==> config.mk <==
export PLATFORM = sky130hd
export DESIGN_NAME = mem_arbiter_flat
export DESIGN_NICKNAME = d
export VERILOG_FILES = /design/src/rtl/mem_arbiter_if.sv /design/src/rtl/mem_arbiter.sv /design/src/flat_wrapper.sv
export SDC_FILE = /design/constraint.sdc
export NUM_CORES = 1
export LEC_CHECK = 0
export ABC_AREA = 1
export CORE_MARGIN = 8
export CORE_UTILIZATION = 40
export CTS_BUF_LIST = sky130_fd_sc_hd__clkbuf_8
export CTS_CLUSTER_DIAMETER = 80
export DETAILED_ROUTE_END_ITERATION = 7
export MAX_ROUTING_LAYER = met4
export PLACE_DENSITY = 0.82
export RECOVER_POWER = 50
export SYNTH_ARGS = -nofsm -noshare
export SYNTH_HDL_FRONTEND = slang
export SYNTH_SLANG_ARGS = --single-unit
==> constraint.sdc <==
create_clock -name clk -period 1.5 [get_ports clk]
set_input_delay 0.225 -clock clk [delete_from_list [all_inputs] [get_ports clk]]
set_output_delay 0.225 -clock clk [all_outputs]
set_load 0.02 [all_outputs]
==> src/rtl/mem_arbiter_if.sv <==
`default_nettype none
// ============================================================================
// Module      : mem_arbiter_if
// Description : Bundle of every non-clock signal between the instruction-fetch
//               requester (I), the data requester (D), the shared mem_system
//               and mem_arbiter.
//               I side : i_addr, i_rd -> i_data, i_done, i_stall, i_err
//               D side : d_addr, d_wdata, d_rd, d_wr -> d_data, d_done,
//                        d_stall, d_err
//               Memory : mem_addr, mem_wdata, mem_rd, mem_wr ->
//                        mem_rdata, mem_done, mem_err, mem_hit
//               Status : hit_cnt
//               modport master : the arbiter's view
//               modport slave  : the view of the surrounding requesters and
//                                memory
// Revision    : 1.0 - initial release
// ============================================================================
interface mem_arbiter_if #(
    parameter int ADDR_W = 16,
    parameter int DATA_W = 16
);
    logic [ADDR_W-1:0] i_addr;
    logic              i_rd;
    logic [DATA_W-1:0] i_data;
    logic              i_done;
    logic              i_stall;
    logic              i_err;

    logic [ADDR_W-1:0] d_addr;
    logic [DATA_W-1:0] d_wdata;
    logic              d_rd;
    logic              d_wr;
    logic [DATA_W-1:0] d_data;
    logic              d_done;
    logic              d_stall;
    logic              d_err;

    logic [ADDR_W-1:0] mem_addr;
    logic [DATA_W-1:0] mem_wdata;
    logic              mem_rd;
    logic              mem_wr;
    logic [DATA_W-1:0] mem_rdata;
    logic              mem_done;
    logic              mem_err;
    logic              mem_hit;

    logic [15:0]       hit_cnt;

    modport master (
        input  i_addr, i_rd, d_addr, d_wdata, d_rd, d_wr,
               mem_rdata, mem_done, mem_err, mem_hit,
        output i_data, i_done, i_stall, i_err,
               d_data, d_done, d_stall, d_err,
               mem_addr, mem_wdata, mem_rd, mem_wr, hit_cnt
    );

    modport slave (
        output i_addr, i_rd, d_addr, d_wdata, d_rd, d_wr,
               mem_rdata, mem_done, mem_err, mem_hit,
        input  i_data, i_done, i_stall, i_err,
               d_data, d_done, d_stall, d_err,
               mem_addr, mem_wdata, mem_rd, mem_wr, hit_cnt
    );
endinterface
`default_nettype wire

==> src/rtl/mem_arbiter.sv <==
`default_nettype none
// ============================================================================
// Module      : mem_arbiter
// Description : Shares one mem_system between the read-only instruction port
//               (I) and the read/write data port (D). The winning request is
//               latched in IDLE and replayed unchanged to memory until
//               mem_done; DataOut/Done/err are then routed to the winner in
//               the same cycle.
//               Ports : clk, rst (synchronous, active high)
//                       bus (mem_arbiter_if.master) - I, D and memory sides
//                       plus the saturating hit_cnt
//               Parameters : ADDR_W, DATA_W, STARVE_MAX (1..15)
//               Build option : MEM_ARB_RR_EN - round-robin arbitration
//                              instead of fixed D priority with
//                              anti-starvation for I.
// Revision    : 1.0 - initial release
// ============================================================================
module mem_arbiter #(
    parameter int ADDR_W     = 16,
    parameter int DATA_W     = 16,
    parameter int STARVE_MAX = 4
) (
    input  wire logic     clk,
    input  wire logic     rst,
    mem_arbiter_if.master bus
);

    typedef enum logic [1:0] {
        IDLE  = 2'd0,
        GNT_I = 2'd1,
        GNT_D = 2'd2
    } state_t;

    state_t            r_state, w_state_nxt;
    logic [ADDR_W-1:0] r_addr,  w_addr_nxt;
    logic [DATA_W-1:0] r_wdata, w_wdata_nxt;
    logic              r_rd,    w_rd_nxt;
    logic              r_wr,    w_wr_nxt;
    logic [3:0]        r_starve, w_starve_nxt;
    logic [15:0]       r_hit_cnt;

    logic w_i_req;
    logic w_d_illegal;
    logic w_d_req;
    logic w_pick_i;
    logic w_pick_d;
    logic w_idle;
    logic w_gnt_i;
    logic w_gnt_d;
    logic w_hit_inc;

    assign w_idle      = (r_state == IDLE);
    assign w_gnt_i     = (r_state == GNT_I);
    assign w_gnt_d     = (r_state == GNT_D);

    assign w_i_req     = bus.i_rd;
    // A simultaneous load+store is not a valid D request; it is refused
    // outright so that I can still use the cycle.
    assign w_d_illegal = bus.d_rd & bus.d_wr;
    assign w_d_req     = (bus.d_rd | bus.d_wr) & ~w_d_illegal;

`ifdef MEM_ARB_RR_EN
    logic r_rr_last_d, w_rr_last_d_nxt;

    // On a tie the port that did not win last time gets the grant.
    assign w_pick_i = w_i_req & (~w_d_req | r_rr_last_d);
`else
    localparam logic [3:0] c_starve_max = 4'(STARVE_MAX);

    // D wins ties unless I has already been passed over STARVE_MAX times.
    assign w_pick_i = w_i_req & (~w_d_req | (r_starve == c_starve_max));
`endif
    assign w_pick_d = w_d_req & ~w_pick_i;

    always_comb begin
        w_state_nxt  = r_state;
        w_addr_nxt   = r_addr;
        w_wdata_nxt  = r_wdata;
        w_rd_nxt     = r_rd;
        w_wr_nxt     = r_wr;
        w_starve_nxt = r_starve;
`ifdef MEM_ARB_RR_EN
        w_rr_last_d_nxt = r_rr_last_d;
`endif
        case (r_state)
            IDLE: begin
                if (w_pick_i) begin
                    w_state_nxt = GNT_I;
                    w_addr_nxt  = bus.i_addr;
                    w_rd_nxt    = 1'b1;
                    w_wr_nxt    = 1'b0;
`ifdef MEM_ARB_RR_EN
                    w_rr_last_d_nxt = 1'b0;
`endif
                end else if (w_pick_d) begin
                    w_state_nxt = GNT_D;
                    w_addr_nxt  = bus.d_addr;
                    w_wdata_nxt = bus.d_wdata;
                    w_rd_nxt    = bus.d_rd;
                    w_wr_nxt    = bus.d_wr;
`ifdef MEM_ARB_RR_EN
                    w_rr_last_d_nxt = 1'b1;
`endif
                end
            end
            GNT_I, GNT_D: begin
                if (bus.mem_done) begin
                    w_state_nxt = IDLE;
                end
            end
            default: w_state_nxt = IDLE;
        endcase

`ifdef MEM_ARB_RR_EN
        w_starve_nxt = 4'd0;
`else
        if (!bus.i_rd) begin
            w_starve_nxt = 4'd0;
        end else if (w_idle && w_pick_d) begin
            w_starve_nxt = r_starve + 4'd1;
        end else if (w_idle && w_pick_i) begin
            w_starve_nxt = 4'd0;
        end
`endif
    end

    assign w_hit_inc = ~w_idle & bus.mem_done & bus.mem_hit & (r_hit_cnt != 16'hFFFF);

    always_ff @(posedge clk) begin
        if (rst) begin
            r_state   <= IDLE;
            r_addr    <= '0;
            r_wdata   <= '0;
            r_rd      <= 1'b0;
            r_wr      <= 1'b0;
            r_starve  <= 4'd0;
            r_hit_cnt <= 16'd0;
        end else begin
            r_state   <= w_state_nxt;
            r_addr    <= w_addr_nxt;
            r_wdata   <= w_wdata_nxt;
            r_rd      <= w_rd_nxt;
            r_wr      <= w_wr_nxt;
            r_starve  <= w_starve_nxt;
            if (w_hit_inc) begin
                r_hit_cnt <= r_hit_cnt + 16'd1;
            end
        end
    end

`ifdef MEM_ARB_RR_EN
    always_ff @(posedge clk) begin
        if (rst) begin
            r_rr_last_d <= 1'b1;
        end else begin
            r_rr_last_d <= w_rr_last_d_nxt;
        end
    end
`endif

    // Memory side is driven only from the latched request.
    assign bus.mem_addr  = r_addr;
    assign bus.mem_wdata = r_wdata;
    assign bus.mem_rd    = (w_gnt_i | w_gnt_d) & r_rd;
    assign bus.mem_wr    = (w_gnt_i | w_gnt_d) & r_wr;

    // Completion is routed combinationally to whichever port owns memory.
    assign bus.i_done  = w_gnt_i & bus.mem_done;
    assign bus.i_data  = bus.i_done ? bus.mem_rdata : '0;
    assign bus.i_err   = bus.i_done & bus.mem_err;
    assign bus.i_stall = bus.i_rd & ~bus.i_done;

    assign bus.d_done  = w_gnt_d & bus.mem_done;
    assign bus.d_data  = bus.d_done ? bus.mem_rdata : '0;
    assign bus.d_err   = (bus.d_done & bus.mem_err) | (w_idle & w_d_illegal);
    assign bus.d_stall = (bus.d_rd | bus.d_wr) & ~bus.d_done;

    assign bus.hit_cnt = r_hit_cnt;

endmodule
`default_nettype wire

==> src/flat_wrapper.sv <==
// flat-port wrapper written by rule: the top's interface ports become plain ports
module mem_arbiter_flat 
#(
    parameter int ADDR_W     = 16,
    parameter int DATA_W     = 16,
    parameter int STARVE_MAX = 4
)
  (clk, rst, bus_i_addr, bus_i_rd, bus_d_addr, bus_d_wdata, bus_d_rd, bus_d_wr, bus_mem_rdata, bus_mem_done, bus_mem_err, bus_mem_hit, bus_i_data, bus_i_done, bus_i_stall, bus_i_err, bus_d_data, bus_d_done, bus_d_stall, bus_d_err, bus_mem_addr, bus_mem_wdata, bus_mem_rd, bus_mem_wr, bus_hit_cnt);
  mem_arbiter_if #(.ADDR_W(ADDR_W), .DATA_W(DATA_W)) bus_i ();
  input  wire logic clk;
  input  wire logic rst;
  input wire logic [$bits(bus_i.i_addr)-1:0] bus_i_addr;
  input wire logic [$bits(bus_i.i_rd)-1:0] bus_i_rd;
  input wire logic [$bits(bus_i.d_addr)-1:0] bus_d_addr;
  input wire logic [$bits(bus_i.d_wdata)-1:0] bus_d_wdata;
  input wire logic [$bits(bus_i.d_rd)-1:0] bus_d_rd;
  input wire logic [$bits(bus_i.d_wr)-1:0] bus_d_wr;
  input wire logic [$bits(bus_i.mem_rdata)-1:0] bus_mem_rdata;
  input wire logic [$bits(bus_i.mem_done)-1:0] bus_mem_done;
  input wire logic [$bits(bus_i.mem_err)-1:0] bus_mem_err;
  input wire logic [$bits(bus_i.mem_hit)-1:0] bus_mem_hit;
  output wire logic [$bits(bus_i.i_data)-1:0] bus_i_data;
  output wire logic [$bits(bus_i.i_done)-1:0] bus_i_done;
  output wire logic [$bits(bus_i.i_stall)-1:0] bus_i_stall;
  output wire logic [$bits(bus_i.i_err)-1:0] bus_i_err;
  output wire logic [$bits(bus_i.d_data)-1:0] bus_d_data;
  output wire logic [$bits(bus_i.d_done)-1:0] bus_d_done;
  output wire logic [$bits(bus_i.d_stall)-1:0] bus_d_stall;
  output wire logic [$bits(bus_i.d_err)-1:0] bus_d_err;
  output wire logic [$bits(bus_i.mem_addr)-1:0] bus_mem_addr;
  output wire logic [$bits(bus_i.mem_wdata)-1:0] bus_mem_wdata;
  output wire logic [$bits(bus_i.mem_rd)-1:0] bus_mem_rd;
  output wire logic [$bits(bus_i.mem_wr)-1:0] bus_mem_wr;
  output wire logic [$bits(bus_i.hit_cnt)-1:0] bus_hit_cnt;
  assign bus_i.i_addr = bus_i_addr;
  assign bus_i.i_rd = bus_i_rd;
  assign bus_i.d_addr = bus_d_addr;
  assign bus_i.d_wdata = bus_d_wdata;
  assign bus_i.d_rd = bus_d_rd;
  assign bus_i.d_wr = bus_d_wr;
  assign bus_i.mem_rdata = bus_mem_rdata;
  assign bus_i.mem_done = bus_mem_done;
  assign bus_i.mem_err = bus_mem_err;
  assign bus_i.mem_hit = bus_mem_hit;
  assign bus_i_data = bus_i.i_data;
  assign bus_i_done = bus_i.i_done;
  assign bus_i_stall = bus_i.i_stall;
  assign bus_i_err = bus_i.i_err;
  assign bus_d_data = bus_i.d_data;
  assign bus_d_done = bus_i.d_done;
  assign bus_d_stall = bus_i.d_stall;
  assign bus_d_err = bus_i.d_err;
  assign bus_mem_addr = bus_i.mem_addr;
  assign bus_mem_wdata = bus_i.mem_wdata;
  assign bus_mem_rd = bus_i.mem_rd;
  assign bus_mem_wr = bus_i.mem_wr;
  assign bus_hit_cnt = bus_i.hit_cnt;
  mem_arbiter #(.ADDR_W(ADDR_W), .DATA_W(DATA_W), .STARVE_MAX(STARVE_MAX)) u_core (.clk(clk), .rst(rst), .bus(bus_i));
endmodule
# Word-level counts from Yosys, hierarchy flattened
# Cells that the tools add are included.
[totals]
register_bits = 56
inputBits = 72
word_cells = 66
output_inout_bits = 88
[op_classes]
add_sub_neg = 2
n_reduce_logical = 10
n_bitwise = 27
n_eq_ne = 6
mux = 14
[ops]
columns = ["cell", "n"]
rows = [
  ["$mux 16", 4],
  ["$add 16x1->16 const B", 1],
  ["$and 1x1->1", 16],
  ["$ne 16x16->1 const B", 1],
  ["$mux 4", 2],
  ["$not 1->1", 7],
  ["$mux 2", 3],
  ["$add 4x1->4 const B", 1],
  ["$eq 4x3->1 const B", 1],
  ["$mux 1", 4],
  ["$or 1x1->1", 4],
  ["$pmux 2 s2", 1],
  ["$reduce_and 2->1", 2],
  ["$reduce_bool 2->1", 2],
  ["$reduce_or 2->1", 2],
  ["$ne 3x1->1 const B", 1],
  ["$reduce_and 3->1", 1],
  ["$eq 2x1->1 const B", 1],
  ["$eq 2x2->1 const B", 1],
  ["$logic_and 1x1->1", 2],
  ["$logic_not 2->1", 1],
  ["$ne 2x2->1 const B", 1],
]

# Longest topological paths before layout
[depth]
depth_word = 11
depth_mapped = 10
ltp_nobuf = 9

# Worst setup path before layout
# Ideal clock, no wire load.
[synth_timing]
kind = "flip-flop to flip-flop"
start = "register u_core.r_hit_cnt[0], in the netlist u_core.bus.hit_cnt[0]"
end = "register u_core.r_hit_cnt[11], in the netlist u_core.bus.hit_cnt[11]"
required_ns = 1.368
path_stages_with_launch = 10
period_less_slack_ns = 1.603
t_arrival_ns = 1.470
n_path_buf = 1
setup_ns = 0.132
path_slack_ns = -0.103
path_cell_list = "dfxtp_1 ha_1 nand2_1 nor2_4 nand2_4 nor2_2 nor2_4 buf_6 nand2_1 a21oi_1"
[synth_via]
elab_chain_cells = 2
word_cells_on_any_way = 3
cone_classes = "add/sub: 1; eq/ne: 1; bitwise: 1"
[synth_lines]
columns = ["item", "line_no", "source"]
rows = [
  ["start: declaration", "mem_arbiter.sv:40", "logic [15:0] r_hit_cnt;"],
  ["start signal: assignment", "mem_arbiter.sv:146", "r_hit_cnt <= r_hit_cnt + 16'd1;"],
  ["parallel branches: the longest is 2 deep, another holds $add 16x1->16", "--", ""],
]
# Parallel ways; which one is timed is not known.
# A chain may end at the register's enable or synchronous reset.

# Worst setup path in the final report
[layout_timing]
start = "register u_core.r_state[1]"
end = "output port bus_i_data[5]"
[layout_via]
elab_chain_cells = 3
[layout_lines]
columns = ["item", "line_no", "source"]
rows = [
  ["start: declaration", "mem_arbiter.sv:34", "state_t r_state, w_state_nxt;"],
  ["start signal: assignment", "mem_arbiter.sv:139", "r_state <= w_state_nxt;"],
  ["$eq 2x1->1", "mem_arbiter.sv:53", "assign w_gnt_i = (r_state == GNT_I);"],
  ["$and 1x1->1", "mem_arbiter.sv:168", "assign bus.i_done = w_gnt_i & bus.mem_done;"],
  ["$mux 16", "mem_arbiter.sv:169", "assign bus.i_data = bus.i_done ? bus.mem_rdata : '0;"],
  ["end: declaration", "flat_wrapper.sv:22", "output wire logic [$bits(bus_i.i_data)-1:0] bus_i_data;"],
]
# No other way between the ends.

==> impl_metrics.yaml <==
outcome:
  outcome: "complete, but fails checks"
  violations: "setup timing"
critical_path:
  crit_required_ns: 1.27
  path_delay_family: "buffers and inverters"
  cp.depth: 6
  critPathSlowestCell: "dfxtp_4"
  cp_max_fo: 6
  crit_arrival_ns: 1.43
  critical-path-max-stage-delay_ns: 0.38
  crit_path_end_kind: "primary output"
  path_cells: "inv_4 > ha_4 > nand2_4 > clkbuf_16 > nor2_4 > buf_6"
  cp-start-kind: "register"
  path_class: "reg -> out"
  critical_path_buf_inv_count: 3
  rr_worst_depth: 9
power_and_ir_drop:
  p_total_mw: 4.50
  ir_worst_vdd_v: 0.000683
  leakage_nw: 2.65
  power_density_nw_per_um2: 784
place:
  dpl.hpwl_microns: 8070
  routabilityCongestion: 0.831
  dpl_cell_area_sq_um: 4960
  io_buffer_count: 159
  placed_cells: 725
synth:
  synth_cells: 443
  yosys_warnings: 0
  ys_types: 28
  synthesis.area_sq_um: 2970
  avgSynthCellArea_sq_um: 6.71
  ys_ff_latch: 56
  syn_nets: 523
  synth_seq_area_share: 0.377
global_route:
  overflow: 0
  track_usage: 0.208
  antenna_found_initial: 1
  grt_pass1_wl_microns: 17200
  grt_start_max_net_pins: 27
  grt_pass1_vias: 3670
die:
  die_area_sq_um: 10400
  core_sq_um: 7210
  start_util: 0.412
  die_y_microns: 102
  rows: 31
  num_io_pins: 160
  die_x_microns: 102
worst_hold_path:
  hp-class: "in -> reg"
  hold_depth: 3
sta:
  worst_pin_slew_ns: 0.359
  fmax_mhz: 603
  final.period_utilization: 1.11
  holdWs_ns: 0.427
  maxSlewViolCount: 0
  setup_viol: 51
  finalCriticalPeriod_ns: 1.66
  finalWorstSetupSlack_ns: -0.158
  slew_headroom: 0.760
  fin_skew_ns: 0.00951
  hold_viol_final: 0
  rsz0062_at_grt: "true"
detailed_routing:
  met3_length_microns: 932
  drcViolationCount: 0
  drt-pass1-iter-count: 4
  highest_layer: "met4"
  avgRoutedWirePerCell_microns: 17.5
  antenna_left: 0
  routed_wl_microns: 13100
  vias: 3796
  wl_met1_microns: 4770
  drtIter0Drc: 195
  vias_per_cell: 5.07
  wl_met2_microns: 6990
layout:
  final_nets: 727
  drive_gt1_frac: 0.344
  syn2layout_area_growth_pct: 93.3
  final_cells: 748
  finish.instance_area_sq_um: 5750
clock_network:
  cts_buffer_depth: 2
  cts_root_buffer: "clkbuf_8"
  clock_latency_ns: 0.31
  cts_tree: "yes"
  htreeDepth: 2
  cts_hold_buf: 0
  numCtsBuffers: 5
  clkSlewWorstSetupHoldPaths_ns: 0.10
  clkSinkCount: 56
run:
  maxCapViolCount: 0
## cell families after synthesis
group	after synthesis	share of synthesized area
compound gates	93	0.175
xor+xnor	7	0.0206
fa+ha+maj	8	0.0337
buf+inv	80	0.109
flops	56	0.377
simple gates	199	0.285
## cells in the mapped netlist
library cell,n,area share
ha_1,8,0.034
a21o_1,16,0.040
nand3_1,12,0.020
nand2_4,2,0.0076
inv_2,6,0.0076
nand4_1,5,0.011
xnor2_1,2,0.0059
buf_4,2,0.0050
a31oi_1,1,0.0021
buf_2,7,0.012
a21oi_1,34,0.057
clkinv_1,1,0.0013
nor3_1,2,0.0034
o21ai_1,13,0.022
nand2_1,80,0.10
nor2_4,4,0.015
nor2_1,86,0.11
dfxtp_1,56,0.38
xor2_1,5,0.015
buf_6,1,0.0038
o21ai_0,27,0.045
nor2_2,4,0.0084
nand3_2,1,0.0034
inv_1,56,0.071
nand2_2,3,0.0063
clkbuf_1,7,0.0088
o21ai_4,1,0.0055
a21boi_1,1,0.0025
## flip-flops by register name (all words and copies together), names as in the netlist
signal	flops
u_core.r_wr	1
u_core.r_rd	1
u_core.bus.mem_addr	16
u_core.r_starve	4
u_core.bus.mem_wdata	16
u_core.r_state	2
u_core.bus.hit_cnt	16
## report_power, final
part	leakage (nW)	switching [mW]	internal (mW)
clock	0.0497	0.522	0.329
combinational	2.13	1.05	0.876
sequential	0.465	0.0904	1.64
## stage by stage
step	utilization	setup TNS (ns)	setup WS, ns
final	0.796	-4.32	-0.158
after floorplan	-	0	0.0110
after CTS	0.737	-3.21	-0.136
after global placement	0.688	-35.22	-0.508
after detailed placement	0.688	-39.73	-0.566
after global routing	0.796	-7.49	-0.185
## cell type report
type                    instances  area [sq um]
repair buffers                209          2060
multi-input cells             308          2020
fillers                       484          1470
flip-flops and latches         56          1140
inverters                      63           277
well taps                      99           124
clock buffers                   5          68.8
repair inverters                4          32.5
clock inverters                 3          17.5
diodes                          1          2.50
## final timing paths
path | from | endpoint | slack, ns
setup / recovery | u_core.r_state[1] | bus_i_data[5] | -0.16
hold / removal | bus_d_wr | u_core.r_wr | 0.43
setup reg to reg | u_core.r_state[0] | u_core.bus.mem_addr[13] | -0.09
hold reg to reg | u_core.bus.mem_wdata[3] | u_core.bus.mem_wdata[3] | 0.49
## cells in the final DEF (no fill, tap or decap), types with 10 or more instances in the layout
cell	count
clkbuf_1	12
o21ai_2	13
clkdlybuf4s50_1	68
a21oi_2	12
dlygate4sd2_1	38
a21o_1	16
nor2_1	46
buf_6	45
buf_4	33
nor2_4	32
a21oi_1	21
inv_1	50
dfxtp_1	46
o21ai_1	21
nor2_2	16
nand3_1	10
nand2_1	70
## tightest hold or removal path, cell delays in order
cell and delay [ns]:
dlygate4sd2_1 0.27, nand2_1 0.11, a21oi_1 0.09
## metal layers
metal	vias up	global-route usage
met2	186	0.373
met4	0	0.0451
met3	41	0.0572
li1	1798	-
met1	1771	0.223
met5	-	-
## timing repair
| item | in CTS | in global routing |
|---|---|---|
| endpoints found under the hold margin | 0 | 0 |
| buffers inserted | 6 | 3 |
| cloned | 5 | 3 |
| resized for setup | 340 | 149 |
| setup endpoints to repair | 132 | 107 |
| pin swaps | 10 | 19 |
Note: power is estimated with default switching activity, not from simulation.
